**config.mk**
```make
export PLATFORM = sky130hd
export DESIGN_NAME = core_sequencer
export DESIGN_NICKNAME = d
export VERILOG_FILES = /design/src/rtl/core_sequencer.sv
export SDC_FILE = /design/constraint.sdc
export NUM_CORES = 1
export LEC_CHECK = 0
export CELL_PAD_IN_SITES_DETAIL_PLACEMENT = 0
export CELL_PAD_IN_SITES_GLOBAL_PLACEMENT = 1
export CORE_MARGIN = 2
export CORE_UTILIZATION = 40
export CTS_CLUSTER_DIAMETER = 60
export CTS_CLUSTER_SIZE = 12
export DETAILED_ROUTE_END_ITERATION = 8
export MAX_ROUTING_LAYER = met4
export PLACE_DENSITY_LB_ADDON = 0.1
export SETUP_SLACK_MARGIN = 0.3
export SYNTH_ARGS = -nofsm -noshare
export SYNTH_HDL_FRONTEND = slang
export SYNTH_SLANG_ARGS = --single-unit
```
**constraint.sdc**
```tcl
create_clock -name CLK -period 2.6 [get_ports CLK]
set_input_delay 0.52 -clock CLK [delete_from_list [all_inputs] [get_ports CLK]]
set_output_delay 0.52 -clock CLK [all_outputs]
set_load 0.05 [all_outputs]
```
**src/rtl/core_sequencer.sv**
```systemverilog
// Program loader and run supervisor that sits in front of the processor core.
// Optional run watchdog is enabled by defining CORE_SEQ_WATCHDOG_EN.
module core_sequencer #(
   parameter int          IW           = 9,
   parameter int          AW           = 10,
   parameter int          START_CYCLES = 2,
   parameter logic [15:0] TIMEOUT      = 16'd50000
) (
   input  logic          CLK,
   input  logic          reset,
   input  logic          ld_valid,
   output logic          ld_ready,
   input  logic [IW-1:0] ld_data,
   input  logic          ld_last,
   input  logic          go,
   output logic          im_we,
   output logic [AW-1:0] im_addr,
   output logic [IW-1:0] im_data,
   output logic          core_start,
   input  logic          core_halt,
   output logic          busy,
   output logic          done,
   output logic          timeout,
   output logic [15:0]   cycle_count,
   output logic [AW:0]   load_count
);

   typedef enum logic [1:0] {IDLE, START, RUN, DONE} state_t;

   localparam logic [AW:0] FULL      = {1'b1, {AW{1'b0}}};
   localparam logic [AW:0] ONE       = {{AW{1'b0}}, 1'b1};
   localparam logic [3:0]  START_LEN = 4'(START_CYCLES);

   state_t      state;
   logic [AW:0] wp;
   logic [3:0]  start_cnt;
   logic [15:0] count_sat;
   logic        accept;

   assign accept    = ld_valid & ld_ready;
   assign count_sat = (cycle_count == 16'hFFFF) ? cycle_count : cycle_count + 16'd1;

`ifndef CORE_SEQ_WATCHDOG_EN
   logic unused_timeout;
   assign unused_timeout = ^TIMEOUT;
`endif

   always_ff @(posedge CLK or posedge reset) begin
      if (reset) begin
         state       <= IDLE;
         wp          <= '0;
         start_cnt   <= '0;
         ld_ready    <= 1'b1;
         core_start  <= 1'b1;
         im_we       <= 1'b0;
         im_addr     <= '0;
         im_data     <= '0;
         busy        <= 1'b0;
         done        <= 1'b0;
         timeout     <= 1'b0;
         cycle_count <= '0;
         load_count  <= '0;
      end else begin
         im_we <= 1'b0;
         case (state)
            IDLE: begin
               if (accept) begin
                  im_we   <= 1'b1;
                  im_addr <= wp[AW-1:0];
                  im_data <= ld_data;
                  if (ld_last) begin
                     load_count <= wp + ONE;
                     wp         <= '0;
                  end else begin
                     wp       <= wp + ONE;
                     ld_ready <= (wp + ONE) != FULL;
                  end
               end else if (go) begin
                  // A full memory without ld_last still counts as a complete image
                  if (wp == FULL)
                     load_count <= FULL;
                  state       <= START;
                  busy        <= 1'b1;
                  ld_ready    <= 1'b0;
                  start_cnt   <= 4'd1;
                  cycle_count <= '0;
                  timeout     <= 1'b0;
               end
            end
            START: begin
               if (start_cnt == START_LEN) begin
                  state      <= RUN;
                  core_start <= 1'b0;
               end else begin
                  start_cnt <= start_cnt + 4'd1;
               end
            end
            RUN: begin
               if (core_halt) begin
                  state    <= DONE;
                  busy     <= 1'b0;
                  done     <= 1'b1;
                  ld_ready <= 1'b1;
               end else begin
                  cycle_count <= count_sat;
`ifdef CORE_SEQ_WATCHDOG_EN
                  if (count_sat == TIMEOUT) begin
                     state    <= DONE;
                     busy     <= 1'b0;
                     done     <= 1'b1;
                     ld_ready <= 1'b1;
                     timeout  <= 1'b1;
                  end
`endif
               end
            end
            DONE: begin
               if (accept) begin
                  // A beat after a run always starts a fresh image at address 0
                  im_we      <= 1'b1;
                  im_addr    <= '0;
                  im_data    <= ld_data;
                  state      <= IDLE;
                  done       <= 1'b0;
                  core_start <= 1'b1;
                  if (ld_last) begin
                     load_count <= ONE;
                     wp         <= '0;
                  end else begin
                     wp <= ONE;
                  end
               end else if (go) begin
                  state       <= START;
                  done        <= 1'b0;
                  busy        <= 1'b1;
                  core_start  <= 1'b1;
                  ld_ready    <= 1'b0;
                  start_cnt   <= 4'd1;
                  cycle_count <= '0;
                  timeout     <= 1'b0;
               end
            end
            default: state <= IDLE;
         endcase
      end
   end

endmodule

```
==> results.toml <==
[grt]
grtUsageTotal_pct = 19.4
use_met3_pct = 3.83
grt_max_degree = 26
grt.busiest_layer = "met2"
use_met2_pct = 30.8
antenna_found_initial = 0
grt-ovfl-total = 0
grt_pass1_wl_mm = 14.9
grt_use_met1_pct = 25.5
grt_pass1_vias = 2942

[die]
die_width_um = 98.8
core.rowCount = 34
coreArea_um2 = 8720
io_pins = 67
die_area_um2 = 9760
die_y_um = 98.8
initial_core_util_pct = 41.2

[drt]
wl_mm = 8.71
num_vias = 3007
dr.pass1.iters = 4
wl_per_cell_um = 15.7
initialDrtViolationCount = 122
drc = 0
viasPerCell = 5.42
antenna_left = 0

[worst_setup_path]
crit_chain = "clkdlybuf4s50_1"
crit_type = "flip-flop to output port"
endpoint_kind = "output port"
max_stage_delay_ns = 0.80
critPathBufInv = 1
worstSetupStartpointType = "flip-flop"
r2r_setup_slack_ns = 0.46
crit_slowest_cell = "clkdlybuf4s50_1"
required_ns = 2.08
critPathMaxFanout = 3
crit_family = "buffers and inverters"
crit_arrival_ns = 1.69

[power_and_ir_drop]
netSwitchingPower_mw = 2.20
p_leak_nw = 1.96
p_comb_share_pct = 48.3
p_seq_share_pct = 30.1
peakVddDrop_uv = 628
swShare_pct = 43.6
power_frac_clock_pct = 21.6
p_per_area_nw_per_um2 = 1080
internal-power_mw = 2.84

[synthesis]
syn_avg_cell_area_um2 = 9.56
yosysTopAreaCell = "dfrtp_1"
synth_commonest_cells = "dfrtp_1 (66), nand2_1 (45), o21ai_0 (35)"
synth_top_family_by_area = "compound AO/OA/AOI/OAI gates"
synth_top_area_share_pct = 45.9
yosysWarnings = 0
synth_mux_area_share_pct = 3.38
synth_xor_area_share_pct = 2.68
netlist_instances = 376
synth.most_common_cell = "dfrtp_1"
synth-edff-count = 0
synth_compound_area_share_pct = 19.6
ys_ff_latch = 68
synthSimpleGateAreaFrac_pct = 18.2
synthFlopType = "dfrtp_1"
synthAdderAreaFrac_pct = 4.18
synth_area_leaders = "dfrtp_1 (46%), o21ai_0 (4.9%), nand2_1 (4.7%), ha_1 (4.2%), o31ai_1 (3.8%)"
syn-num-nets = 403
synth.distinct_cells = 59
syn_area_um2 = 3590
ys_seq_area_share_pct = 47.4
async_reset_ff_share_pct = 100

[timing]
fin_setup_tns_ns = 0
fin_worst_skew_ns = 0.00471
drv_slew = 0
fin_crit_sh_pct = 84.9
whs_ns = 0.478
slew-limit-headroom_pct = 54.2
rsz0062_at_grt = "no"
worst_pin_slew_ns = 0.681
fin_crit_ns = 2.21
fmax_ghz = 0.453
finalSetupViolations = 0
hold_viol = 0

[final_layout]
design_area_um2 = 4650
drive_above_1_share_pct = 11.6
multi_input_area_um2 = 1740
final_nets = 469
num-fill-cells = 811
ff_latch_area_um2 = 1700
diodes = 0
layout-area-overhead-vs-synth_pct = 29.3

[outcome]
status = "completed"

[clocking]
htreeDepth = 3
cts_buffers = 9
cts-root-buf = "clkbuf_8"
cts_tree = "built"
clockBufferDepth = 2
insertion_delay_ns = 0.34
clk_pin_slew_ns = 0.08
postCtsHoldBufs = 0
clock-sinks = 68

[placed_design]
dpl_cell_area_um2 = 4370
port_buffers = 65
place.gp.congestion = 0.797
dpl.hpwl_mm = 6.11

[flow_run]
maxCapViolations = 0

[worst_hold_path]
hp-class = "flip-flop to flip-flop"
## layout make-up
type                            count  share of cell area (%)
Clock inverter                      6                    2.40
Sequential cell                    68                    36.7
Tap cell                          108                    2.91
Timing Repair Buffer               79                    16.8
Multi-Input combinational cell    273                    37.4
Clock buffer                       10                    2.96
Inverter                           11                   0.888
## repair_timing
item / 4_1_cts / 5_1_grt
setup buffers: 3 / 0
pin swaps: 1 / 0
hold endpoints to repair: 0 / 0
endpoints found under the setup margin: 7 / 13
gates resized for setup: 1 / 3
## through the flow
step | utilization (%) | total power [mW] | cells | worst slack (ns)
global placement | 50.1 | 3.86 | 536 | 0.204
global route | 53.3 | 5.36 | 555 | 0.332
detailed placement | 50.1 | 3.90 | 536 | 0.0874
floorplan | - | 3.18 | 376 | 0.309
CTS | 53.2 | 5.06 | 555 | 0.374
finish | 53.3 | 5.04 | 555 | 0.392
## state kept, by name (all words and copies together) (netlist names)
name	count
busy	1
core_start	1
cycle_count	16
done	1
im_addr	10
im_data	9
im_we	1
ld_ready	1
load_count	11
start_cnt	4
state	2
wp	11
## power by group through the flow
| stage | sequential (mW) | clock [mW] | combinational (mW) |
|---|---|---|---|
| after CTS | 1.52 | 1.12 | 2.42 |
| after global routing | 1.55 | 1.17 | 2.64 |
| after detailed placement | 1.53 | 0 | 2.36 |
| after global placement | 1.53 | 0 | 2.33 |
| final | 1.52 | 1.09 | 2.43 |
| after floorplan | 2.07 | 0 | 1.12 |
## layer usage
metal	wire length [µm]	vias to the layer above	share of wire, %
li1	-	1477	-
met1	4220	1470	48
met2	4180	52	48
met3	231	8	2.7
met4	85	0	0.98
met5	0	-	0
## logic make-up (layout without fill, tap and decap cells)
kind of cell,Yosys count,after routing
other,1,1
adder cells (fa/ha/maj),12,12
AO/OA/AOI/OAI,106,106
multiplexers,11,11
XOR/XNOR,11,11
buffers and inverters,35,106
flip-flops,68,68
AND/OR/NAND/NOR,132,132
## cell usage in the layout, fill, tap and decap left out, types with 5 or more instances in the layout
cell,count
a21oi_1,13
o31ai_1,18
a22o_1,11
dfrtp_1,66
clkbuf_8,10
nor3_1,6
nand4_1,7
nor2b_1,6
buf_4,12
nor2_1,20
o21ai_0,34
nand3_1,20
clkdlybuf4s50_1,64
mux2_2,9
xor2_1,7
nand2b_1,7
ha_1,10
inv_1,10
or4_1,5
nand2_1,45
## final timing paths
| check | from | to | cells after the start |
|---|---|---|---|
| max in group asynchronous | reset | ld_ready | 3 |
| min in group asynchronous | reset | im_we | 2 |
| max reg2reg | cycle_count[0] | cycle_count[6] | 6 |
| min | load_count[7] | load_count[7] | 2 |
| min reg2reg | load_count[7] | load_count[7] | 2 |
| max | core_start | core_start | 1 |
(Power assumes the default switching activity.)
